### config.mk
export PLATFORM = sky130hd
export DESIGN_NAME = ula_seq
export DESIGN_NICKNAME = d
export VERILOG_FILES = /design/src/rtl/ula_seq.sv
export SDC_FILE = /design/constraint.sdc
export NUM_CORES = 1
export LEC_CHECK = 0
export ABC_AREA = 1
export ABC_CLOCK_PERIOD_IN_PS = 4970
export BUFFER_PORTS_ARGS = -buffer_cell sky130_fd_sc_hd__buf_2
export CORE_ASPECT_RATIO = 1.4
export CORE_MARGIN = 2
export CORE_UTILIZATION = 40
export DETAILED_ROUTE_END_ITERATION = 8
export SLEW_MARGIN = 20
export SYNTH_ARGS = -nofsm -noshare
export SYNTH_HDL_FRONTEND = slang
export SYNTH_SLANG_ARGS = --single-unit
### constraint.sdc
create_clock -name clk -period 4.97 [get_ports clk]
set_input_delay 1.491 -clock clk [delete_from_list [all_inputs] [get_ports clk]]
set_output_delay 1.491 -clock clk [all_outputs]
set_load 0.05 [all_outputs]
### src/rtl/ula_seq.sv
// ula_seq: handshaked sequential ALU.
// Single-cycle logic, shift and compare ops return their result one cycle after acceptance.
// Define ULA_SEQ_MUL_EN to build the iterative shift-add multiplier for op 4.
// When the multiplier is built, a multiply takes WIDTH+1 cycles.
// Without ULA_SEQ_MUL_EN, op 4 is a single-cycle op that returns 0.
// Results are held until the consumer takes them.
// When the consumer takes a result, a new request is accepted on the same edge.
module ula_seq #(
  parameter int WIDTH = 8
) (
  input  logic             clk,
  input  logic             rst_n,
  input  logic             in_valid,
  output logic             in_ready,
  input  logic [3:0]       op,
  input  logic [WIDTH-1:0] src_a,
  input  logic [WIDTH-1:0] src_b,
  output logic             out_valid,
  input  logic             out_ready,
  output logic [WIDTH-1:0] result,
  output logic             zero,
  output logic             carry,
  output logic             overflow,
  output logic             negative
);

  localparam int SHW = $clog2(WIDTH);

  typedef enum logic [1:0] {S_IDLE, S_MUL, S_HOLD} state_t;

  state_t           state_q;
  logic             out_valid_q;
  logic [WIDTH-1:0] result_q;
  logic             zero_q, carry_q, overflow_q, negative_q;
  logic [WIDTH+1:0] alu_d;
  logic             accept;

  // Evaluate one single-cycle operation and return {carry, overflow, result}.
  function automatic logic [WIDTH+1:0] alu_eval(input logic [3:0] f_op,
                                                input logic [WIDTH-1:0] a,
                                                input logic [WIDTH-1:0] b);
    logic [WIDTH-1:0]        r;
    logic                    c;
    logic                    v;
    logic [WIDTH:0]          s;
    logic [WIDTH-1:0]        t;
    logic [SHW-1:0]          amt;
    logic signed [WIDTH-1:0] sa;
    logic signed [WIDTH-1:0] sb;
    r   = '0;
    c   = 1'b0;
    v   = 1'b0;
    s   = '0;
    t   = '0;
    amt = b[SHW-1:0];
    sa  = a;
    sb  = b;
    case (f_op)
      4'd0: r = a & b;
      4'd1: r = a | b;
      4'd2: begin
        s = {1'b0, a} + {1'b0, b};
        r = s[WIDTH-1:0];
        c = s[WIDTH];
        v = (a[WIDTH-1] == b[WIDTH-1]) && (r[WIDTH-1] != a[WIDTH-1]);
      end
      4'd3: begin
        r = a >> amt;
        if (amt != '0) begin
          t = a >> (amt - 1'b1);
          c = t[0];
        end
      end
      4'd5: begin
        r = a << amt;
        if (amt != '0) begin
          t = a << (amt - 1'b1);
          c = t[WIDTH-1];
        end
      end
      4'd6: begin
        s = {1'b0, a} + {1'b0, ~b} + (WIDTH+1)'(1);
        r = s[WIDTH-1:0];
        c = s[WIDTH];
        v = (a[WIDTH-1] != b[WIDTH-1]) && (r[WIDTH-1] != a[WIDTH-1]);
      end
      4'd7: r[0] = (a < b);
      4'd8: r[0] = (sa < sb);
      4'd9: begin
        r = sa >>> amt;
        if (amt != '0) begin
          t = a >> (amt - 1'b1);
          c = t[0];
        end
      end
      4'd10: r = a ^ b;
      4'd11: r = ~(a | b);
      default: r = '0;
    endcase
    return {c, v, r};
  endfunction

  // Combinational result of the single-cycle operation on the current request.
  always_comb begin
    alu_d = alu_eval(op, src_a, src_b);
  end

  assign in_ready  = rst_n & ((state_q == S_IDLE) | ((state_q == S_HOLD) & out_ready));
  assign accept    = in_valid & in_ready;
  assign out_valid = out_valid_q;
  assign result    = result_q;
  assign zero      = zero_q;
  assign carry     = carry_q;
  assign overflow  = overflow_q;
  assign negative  = negative_q;

`ifdef ULA_SEQ_MUL_EN
  // Shift-add multiplier state: {high accumulator, remaining multiplier bits}.
  logic [2*WIDTH-1:0] prod_q;
  logic [2*WIDTH-1:0] prod_d;
  logic [WIDTH-1:0]   mcand_q;
  logic [SHW-1:0]     cnt_q;
  logic [WIDTH:0]     msum_d;

  // One multiplier step: conditionally add the multiplicand, then shift right.
  always_comb begin
    msum_d = {1'b0, prod_q[2*WIDTH-1:WIDTH]} + (prod_q[0] ? {1'b0, mcand_q} : '0);
    prod_d = {msum_d, prod_q[WIDTH-1:1]};
  end
`endif

  // Control FSM with registered result, flags and valid.
  always_ff @(posedge clk) begin
    if (!rst_n) begin
      state_q     <= S_IDLE;
      out_valid_q <= 1'b0;
      result_q    <= '0;
      zero_q      <= 1'b0;
      carry_q     <= 1'b0;
      overflow_q  <= 1'b0;
      negative_q  <= 1'b0;
`ifdef ULA_SEQ_MUL_EN
      prod_q      <= '0;
      mcand_q     <= '0;
      cnt_q       <= '0;
`endif
    end else begin
      case (state_q)
        S_IDLE, S_HOLD: begin
          if (accept) begin
`ifdef ULA_SEQ_MUL_EN
            if (op == 4'd4) begin
              state_q     <= S_MUL;
              out_valid_q <= 1'b0;
              prod_q      <= {{WIDTH{1'b0}}, src_b};
              mcand_q     <= src_a;
              cnt_q       <= '0;
            end else begin
`endif
              state_q     <= S_HOLD;
              out_valid_q <= 1'b1;
              result_q    <= alu_d[WIDTH-1:0];
              carry_q     <= alu_d[WIDTH+1];
              overflow_q  <= alu_d[WIDTH];
              zero_q      <= (alu_d[WIDTH-1:0] == '0);
              negative_q  <= alu_d[WIDTH-1];
`ifdef ULA_SEQ_MUL_EN
            end
`endif
          end else if ((state_q == S_HOLD) && out_ready) begin
            state_q     <= S_IDLE;
            out_valid_q <= 1'b0;
          end
        end
`ifdef ULA_SEQ_MUL_EN
        S_MUL: begin
          prod_q <= prod_d;
          cnt_q  <= cnt_q + 1'b1;
          if (cnt_q == SHW'(WIDTH-1)) begin
            state_q     <= S_HOLD;
            out_valid_q <= 1'b1;
            result_q    <= prod_d[WIDTH-1:0];
            carry_q     <= |prod_d[2*WIDTH-1:WIDTH];
            overflow_q  <= 1'b0;
            zero_q      <= (prod_d[WIDTH-1:0] == '0);
            negative_q  <= prod_d[WIDTH-1];
          end
        end
`endif
        default: begin
          state_q     <= S_IDLE;
          out_valid_q <= 1'b0;
        end
      endcase
    end
  end

endmodule

# Word level (Yosys, flattened, before mapping)
# Cells that the tools add are included.
[word_totals] input_bits=24 wordCells=63 ff_bits=14
[op_classes] eq_ne=14 n_reduce_logical=12 addsub=4 shifts=5 bitwise=9 n_mux=10 order_cmp=2
[op_table] operator="7-bit one-hot mux with 9 select lines" count=1
[op_table] operator="8-bit by 8-bit adder with 9-bit output" count=2
[op_table] operator="4-bit equality test, second input constant" count=4
[op_table] operator="8-bit < comparator" count=2
[op_table] operator="8-bit NOT" count=2
[op_table] operator="8-bit by 3-bit << shifter with 8-bit output" count=2
[op_table] operator="4-bit by 3-bit equality test with 1-bit output, second input constant" count=3
[op_table] operator="1-bit one-hot mux with 11 select lines" count=1
[op_table] operator="9-bit by 1-bit adder with 9-bit output, second input constant" count=1
[op_table] operator="8-bit AND" count=1
[op_table] operator="4-bit by 2-bit equality test with 1-bit output, second input constant" count=2
[op_table] operator="8-bit logical NOT" count=1
[op_table] operator="8-bit OR" count=1
[op_table] operator="8-bit by 3-bit right shift with 1-bit output" count=1
[op_table] operator="8-bit by 3-bit right shift with 8-bit output" count=1
[op_table] operator="8-bit by 3-bit >>> shifter with 8-bit output" count=1
[op_table] operator="8-bit bitwise XOR" count=1
[op_table] operator="4-bit by 1-bit equality test with 1-bit output, second input constant" count=1
[op_table] operator="4-bit logical NOT" count=1
[op_table] operator="1-bit two-way mux" count=4
[op_table] operator="2-bit two-way mux" count=2
[op_table] operator="1-bit one-hot mux with 4 select lines" count=1
[op_table] operator="2-bit AND reduction" count=2
[op_table] operator="2-bit OR reduction" count=2
[op_table] operator="10 further kinds" count=16

# Depth between registers and ports, before layout
# Gate-level depths: netlist (run 1).
[depth] word_depth=6 mapped_depth=16 ltp_nobuf=15

# Worst setup path after synthesis (run 1)
# Ideal clock, no wire load.
[synth_timing] kind="input port to output port" startpoint="in rst_n" endpoint="out in_ready" slack_ns=1.150 path_stages=2 t_arrival_ns=2.329 cell_sequence="inv_1 > a21oi_1"
[synth_between] elab_chain_len=1
[synth_lines] item="start: declaration" line="12" source="input logic rst_n,"
[synth_lines] item="1-bit AND" line="108" source="assign in_ready = rst_n & ((state_q == S_IDLE) | ((state_q == S_HOLD) & out_ready));"
[synth_lines] item="end: declaration" line="14" source="output logic in_ready,"
# No other way between the ends.

# Worst setup path after layout (run 1)
# Ends and elaborated chain as after synthesis.

==> metrics, run 1 <==
first-pass GRT wire length 13600 um; placed cell area 2770 um2; initial antenna violation count 0; M1 WL 3520 um; pre-CTS WS 1230 ps; fin cells 585; Die Height 98.7 um; final hold vios 0; Inst Count DP 582; Iter 0 DRT Violations 275; fmax 269 MHz; Syn Nets 538; fin nets 569; drt total wl 8330 um; top_reg_cell synth dfxtp_1; CP Launch Type primary input; post-synthesis sequential area ratio 0.0938; post-route setup slack 1260 ps; Max FO, Critical Path 11; H-tree depth 1; Power, Total 0.445 mW; #FFs+latches synth 12; Fill cells 726; Total Routing Usage GR 0.238; Chip Width 71.6 um; path category of the worst min-delay check flop to flop; Peak VDD IR 0.111 mV; PD cells 158 nW/um2; vias in the first global route 2873; Tcrit/Tclk final 0.747; initial core utilization 0.413; CTS Hold Bufs 0; maxcap violations 0; Core ar. 6210 um2; clk sinks 12; Crit path required time 3480 ps; total die area 7070 um2; drt drc 0; post-DP HPWL 6860 um; total gr overflow 0; Final Max Slew Viols 0; DR top layer met4; post-synth top area share 0.233; synth warn 0; Row Count 34; largest cells by area after synthesis nand2_1 23%, nand3_1 16%, ha_1 14%; syn avg cell area 5.29 um2; Max-slew headroom 0.467; # diodes 0; Synth cell types 30; Post-synth top cells 159 x nand2_1, 83 x nand3_1, 64 x nor2_1; cell count after synthesis 484; Clock Skew 0.885 ps; DR WL met2 4140 um; CTS tree built; Post-Syn Area 2560 um2; final antenna-violating net count 0; top-count cell post-synth nand2_1; CTS max path bufs 2; Arr. time, crit path 2220 ps; Final Core Density 0.453; largest net degree at the start of global routing 22; I/O pin total 38; WHS 451 ps; number of port buffers 37; layout cells sized above 1 0.103; setup bufs post-CTS 0; Final Setup Violations 0; clock transition at the registers of the reported paths 50 ps; Lkg Pwr 1.60 nW; endpoint class of the critical path primary output; area of the multi-input gates 2030 um2; vias per cell 5.43; met3 wire length 462 um; Post-synth ARST share 0; outcome completed; CTS Root Cell clkbuf_8; Post-synth EDFFs 0; routed length per instance 14.2 um; critical path class primary input to primary output; Placer Congestion 0.978; TritonCTS Buffers 3; slew at the pin with the worst max-slew slack 796 ps; Yosys top cell by area nand2_1; synth-to-layout area growth 9.77%; Worst-Skew Late Latency 230 ps; Resized cells post-CTS 0; vias after detailed routing 3177; register area 240 um2; crit path time final 3710 ps; final instance area 2810 um2; First-pass DRT Iterations 5; unrepaired setup endpoints after global routing false; final setup TNS 0 ps
[flip-flops by register name, summed over array words and instances, names as in the netlist]
signal / cells
result: 8
carry: 1
overflow: 1
state_q: 1
zero: 1
[kinds of logic after synthesis]
logic type | after synthesis | share of synthesized area
DFF | 12 | 0.0937
and+or+nand+nor | 322 | 0.531
AOI/OAI and AO/OA | 49 | 0.104
adders and majority gates | 30 | 0.152
buffers and inverters | 69 | 0.112
xor gates and xnor gates | 2 | 0.00684
[cell usage in the layout, fill, tap and decap left out, types with 3 or more instances in the layout]
master,instances
ha_1,28
clkbuf_8,3
dfxtp_1,12
buf_2,37
nand4_1,4
nor2_1,64
nand3_1,83
nand3b_1,3
inv_1,52
nand2_1,159
o21ai_0,22
o211ai_1,3
inv_2,5
a21oi_1,16
[area by class of cell]
class / count / share of cell area
multi-input combinational: 403 / 0.723
sequential: 12 / 0.0854
inverter: 57 / 0.0761
timing repair buffer: 38 / 0.0685
tap: 72 / 0.0320
clock buffer: 3 / 0.0147
[power breakdown]
group | internal, mW | total (mW) | leakage [nW] | switching, mW
Clock | 0.0530 | 0.0840 | 0.0216 | 0.0310
Combinational | 0.0751 | 0.254 | 1.48 | 0.179
Sequential | 0.104 | 0.107 | 0.0984 | 0.00318
Total | 0.232 | 0.445 | 1.60 | 0.213
[per-layer routing]
layer	vias up	global-route usage
li1	1611	-
met1	1424	0.300
met2	130	0.432
met3	12	0.0102
met4	0	0.0668
met5	-	0
[worst paths after layout]
check / cells past startpoint / slack [ps] / endpoint / startpoint
hold / removal: 2 / 450 / result[2] / result[2]
hold reg to reg: 2 / 450 / result[2] / result[2]
setup reg to reg: 7 / 3480 / zero / state_q[1]
setup / recovery: 4 / 1260 / in_ready / rst_n
[worst max-delay path, stage by stage]
cell     delay (ps)
buf_2           190
inv_1           100
a21oi_1         150
buf_2           290
(Power assumes the default switching activity.)
==> run 2: changes to the inputs <==
--- a/config.mk
+++ b/config.mk
@@ -6,7 +6,7 @@
 export NUM_CORES = 1
 export LEC_CHECK = 0
 export ABC_AREA = 1
-export ABC_CLOCK_PERIOD_IN_PS = 4970
+export ABC_CLOCK_PERIOD_IN_PS = 3240
 export BUFFER_PORTS_ARGS = -buffer_cell sky130_fd_sc_hd__buf_2
 export CORE_ASPECT_RATIO = 1.4
 export CORE_MARGIN = 2
==> constraint.sdc (replaced) <==
create_clock -name clk -period 3.24 [get_ports clk]
set_input_delay 0.972 -clock clk [delete_from_list [all_inputs] [get_ports clk]]
set_output_delay 0.972 -clock clk [all_outputs]
set_load 0.05 [all_outputs]
==> metrics, run 2 (synthesis gave the netlist of run 1 again) <==
outcome completed; Total Routing Usage GR 0.245; Critical Path Start src_b[0]; Arr. time, crit path 2920 ps; Row Count 34; unrepaired setup endpoints after global routing false; Chip Width 71.6 um; setup bufs post-CTS 0; # diodes 0; Largest register FFs 8; CP Launch Type primary input; First-pass DRT Iterations 6; Lkg Pwr 1.64 nW; I/O pin total 38; Tcrit/Tclk final 0.847; most common cell after layout, fill and taps aside nand2_1; pre-CTS WS 248 ps; TritonCTS Buffers 3; FF-to-FF End zero; most frequent cells in the layout 159 x nand2_1, 83 x nand3_1, 64 x nor2_1, 52 x inv_1, 37 x buf_2; total die area 7070 um2; vias after detailed routing 3169; crit path time final 2750 ps; clk sinks 12; RR Startpoint state_q[1]; Core ar. 6210 um2; Clock Skew 4.18 ps; post-route setup slack 494 ps; Resized cells post-CTS 0; path category of the worst min-delay check flop to flop; layout cells sized above 1 0.117; initial antenna violation count 0; final antenna-violating net count 0; slew at the pin with the worst max-slew slack 857 ps; CTS Root Cell clkbuf_8; Placer Congestion 0.968; post-DP HPWL 7160 um; Final Setup Violations 0; Crit path required time 3420 ps; Final Core Density 0.464; number of port buffers 37; reg-to-reg setup timing slack 1800 ps; critical path class primary input to flop; Die Height 98.7 um; Max-slew headroom 0.426; drt drc 0; H-tree depth 1; Max FO, Critical Path 13; synth-to-layout area growth 12.4%; CTS tree built; Sequential Power Share 0.226; Peak VDD IR 0.122 mV; Gate power share 0.552; vias per cell 5.34; drt total wl 8590 um; initial core utilization 0.413; clock transition at the registers of the reported paths 50 ps; R2R cell count 7; CTS max path bufs 2; clock share of power 0.222; Internal 0.386 mW; CTS Hold Bufs 0; Iter 0 DRT Violations 238; fin nets 576; vias in the first global route 2939; switching share of power 0.467; Critical path destination zero; total gr overflow 0; Psw 0.338 mW; final hold vios 0; Final Max Slew Viols 0; final setup TNS 0 ps; endpoint class of the critical path flop; PD cells 251 nW/um2; maxcap violations 0; largest net degree at the start of global routing 19; routed length per instance 14.5 um; fmax 364 MHz; Worst-Skew Late Latency 240 ps; first-pass GRT wire length 14000 um
[run 2: cell types whose count changed in the layout (fill, tap and decap cells not counted), sizes merged]
| cell | delta |
|---|---|
| clkbuf | +1 |
| buf | +7 |
[run 2: how the worst min path moves through the flow]
| stage | from | endpoint | slack [ps] | cells after the start |
|---|---|---|---|---|
| 4_1_cts | zero | zero | 460 | 2 |
| 6_report | zero | zero | 460 | 2 |
| 3_5_place_dp | zero | zero | 460 | 2 |
| 2_1_floorplan | result[2] | result[2] | 680 | 2 |
| 5_1_grt | zero | zero | 500 | 2 |
| 3_3_place_gp | zero | zero | 450 | 2 |
[run 2: area by class of cell]
type / count / area (um2)
Multi-Input combinational cell: 403 / 2030
Fill cell: 702 / 3330
Sequential cell: 12 / 240
Inverter: 57 / 214
Timing Repair Buffer: 45 / 245
Tap cell: 72 / 90.1
Clock buffer: 4 / 55.1
[run 2: per-stage QoR]
step	power, mW	instances	instance area (um2)	hold slack [ps]
finish	0.724	593	2880	464
floorplan	0.449	484	2560	675
global route	0.787	593	2880	504
detailed placement	0.561	589	2820	455
global placement	0.559	589	2820	451
CTS	0.724	593	2880	464
[run 2: metal layers]
layer,GRT usage,part of all wire,wire length [um],vias to the layer above
met3,0.0102,0.058,496,20
met4,0.0958,0.037,314,0
li1,-,-,-,1627
met5,0,0,0,-
met2,0.440,0.50,4260,130
met1,0.303,0.41,3520,1392
[run 2: power by group through the flow]
stage | combinational (mW) | clock (mW) | sequential [mW]
floorplan | 0.245 | 0 | 0.204
global placement | 0.392 | 0 | 0.166
detailed placement | 0.394 | 0 | 0.167
CTS | 0.395 | 0.166 | 0.164
global route | 0.447 | 0.175 | 0.165
finish | 0.400 | 0.161 | 0.163
[run 2: worst max-delay path: stages]
cell and delay (ps):
buf_2 210, ha_1 200, inv_1 60, fa_1 370
or2_0 230, nand3_1 130, nand3_1 90, nor2_1 90
nand3_1 100, nor2_1 140, nand2_1 70, nor2_1 100
nand2_1 60, a21oi_1 110
==> run 3: changes to the inputs <==
--- a/config.mk
+++ b/config.mk
@@ -5,8 +5,8 @@
 export SDC_FILE = /design/constraint.sdc
 export NUM_CORES = 1
 export LEC_CHECK = 0
-export ABC_AREA = 1
-export ABC_CLOCK_PERIOD_IN_PS = 3240
+export ABC_AREA = 0
+export ABC_CLOCK_PERIOD_IN_PS = 2230
 export BUFFER_PORTS_ARGS = -buffer_cell sky130_fd_sc_hd__buf_2
 export CORE_ASPECT_RATIO = 1.4
 export CORE_MARGIN = 2
==> constraint.sdc (replaced) <==
create_clock -name clk -period 2.23 [get_ports clk]
set_input_delay 0.669 -clock clk [delete_from_list [all_inputs] [get_ports clk]]
set_output_delay 0.669 -clock clk [all_outputs]
set_load 0.05 [all_outputs]
==> metrics, run 3 <==
critical path class primary input to flop; top-count cell post-synth ha_1; top_reg_cell synth dfxtp_1; crit path time final 2550 ps; Post-synth ARST share 0; Worst path max stage delay 440 ps; Final Setup Violations 10; cell count after synthesis 331; Yosys top cell by area ha_1; Iter 0 DRT Violations 121; Power, Total 1.39 mW; path category of the worst min-delay check flop to flop; Total Routing Usage GR 0.249; Post-synth top cells 28 x ha_1, 27 x inv_1, 23 x a21oi_1; Core ar. 6570 um2; final antenna-violating net count 0; PD cells 334 nW/um2; maxcap violations 0; H-tree depth 1; CP Launch Type primary input; most common cell after layout, fill and taps aside buf_4; Clock Skew 1.94 ps; TritonCTS Buffers 3; CTS max path bufs 2; number of port buffers 37; endpoint class of the critical path flop; CTS Root Cell clkbuf_8; fmax 392 MHz; fin nets 512; crit-path cells buf_8 -> clkinvlp_4 -> ha_4 -> a21o_1 -> o2bb2ai_4 -> o41a_1 -> and2_4 -> mux4_2 -> a31o_1; Post-synth EDFFs 0; syn avg cell area 8.14 um2; vias in the first global route 2953; synth-to-layout area growth 54.7%; slew at the pin with the worst max-slew slack 484 ps; final hold vios 0; post-DP HPWL 7440 um; Tcrit/Tclk final 1.14; #FFs+latches synth 12; routed length per instance 17.2 um; drt total wl 9150 um; vias per cell 5.68; # diodes 0; synth warn 0; Syn Nets 385; post-synth top area share 0.130; final setup TNS -1660 ps; pre-CTS WS -686 ps; Row Count 35; largest cells by area after synthesis ha_1 13%, dfxtp_1 8.9%, mux4_1 7.8%; I/O pin total 38; Synth cell types 69; clock transition at the registers of the reported paths 50 ps; placed cell area 3710 um2; CTS Hold Bufs 0; CP top delay family compound AO/OA/AOI/OAI gates; Post-Syn Area 2690 um2; Largest register FFs 8; Final Max Slew Viols 0; unrepaired setup endpoints after global routing true; total die area 7420 um2; failing checks negative setup slack; CTS tree built; post-synthesis sequential area ratio 0.0892; most frequent cells in the layout 105 x buf_4, 29 x buf_2, 22 x nor2_1; First-pass DRT Iterations 4; final instance area 4170 um2; vias after detailed routing 3018; Max FO, Critical Path 4; Crit-path slowest cell mux4_2; largest net degree at the start of global routing 20; Die Height 101 um; initial antenna violation count 0; clk sinks 12; outcome finished, violations left; Peak VDD IR 0.213 mV; total gr overflow 0; Worst-Skew Late Latency 240 ps; Chip Width 73.4 um; layout cells sized above 1 0.492; drt drc 0; post-route setup slack -320 ps; Lkg Pwr 1.88 nW; Buf/Inv on CP 2; Arr. time, crit path 2690 ps; Max-slew headroom 0.669; first-pass GRT wire length 14400 um; initial core utilization 0.410; Placer Congestion 0.885; Crit path required time 2370 ps
-- run 3: cell count changes after synthesis, sizes merged, moves of 7 or more --
cell,before,now
mux2i,0,7
mux4,0,14
and3,0,11
inv,57,27
buf,10,18
o21ai,24,17
nand2,161,16
nor2b,0,7
nand3,83,18
nor3,1,8
nor2,66,22
-- run 3: repair_timing --
item | CTS | global route
buffers inserted | 10 | 3
hold endpoints to repair | 0 | 0
pin swaps | 23 | 16
setup endpoints to repair | 11 | 11
gates resized for setup | 60 | 17
-- run 3: per-layer routing --
metal  vias to the layer above  track usage  routed length (um)
met5                         -            0                   0
met4                         0       0.0727                 146
met3                        13       0.0140                 333
met2                        90        0.486                4890
met1                      1421        0.283                3780
li1                       1494            -                   -
-- run 3: stage by stage --
stage / std cells / hold slack (ps) / utilization
detailed placement: 517 / 449 / 0.565
global route: 531 / 478 / 0.634
CTS: 530 / 453 / 0.621
global placement: 517 / 440 / 0.565
finish: 531 / 455 / 0.634
floorplan: 331 / 673 / -
-- run 3: cells by family (layout without fill, tap and decap cells) --
family	count (synthesis)	after routing	synth area share
flip-flops	12	12	0.0892
AND/OR/NAND/NOR	105	105	0.212
buffers and inverters	53	179	0.0957
adder cells (fa/ha/maj)	30	30	0.145
multiplexers	27	27	0.181
AO/OA/AOI/OAI	97	97	0.255
XOR/XNOR	7	7	0.0228
-- run 3: tightest hold or removal path, delay by kind of cell, from the launching register on --
family / cells / cell delay, ps
AOI/OAI and AO/OA: 1 / 50
and+or+nand+nor: 1 / 50
DFF: 1 / 310
-- run 3: cell type report --
| cell class | instances | area, um2 |
|---|---|---|
| repair buffers | 148 | 1090 |
| inverters | 27 | 131 |
| clock buffers | 4 | 55.1 |
| well taps | 74 | 92.6 |
| multi-input cells | 266 | 2550 |
| fillers | 551 | 2400 |
| flip-flops and latches | 12 | 240 |
-- run 3: worst paths after layout --
check,start,endpoint,slack (ps),cells after the start
max reg2reg,state_q[1],zero,590,7
max,src_b[1],overflow,-320,9
min,result[2],result[2],450,2
min reg2reg,result[2],result[2],450,2
-- run 3: where the power goes --
group          internal, mW  switching [mW]  total, mW
clock network         0.156          0.0825      0.239
registers             0.231         0.00721      0.238
logic                 0.441           0.475      0.916
total                 0.828           0.565       1.39
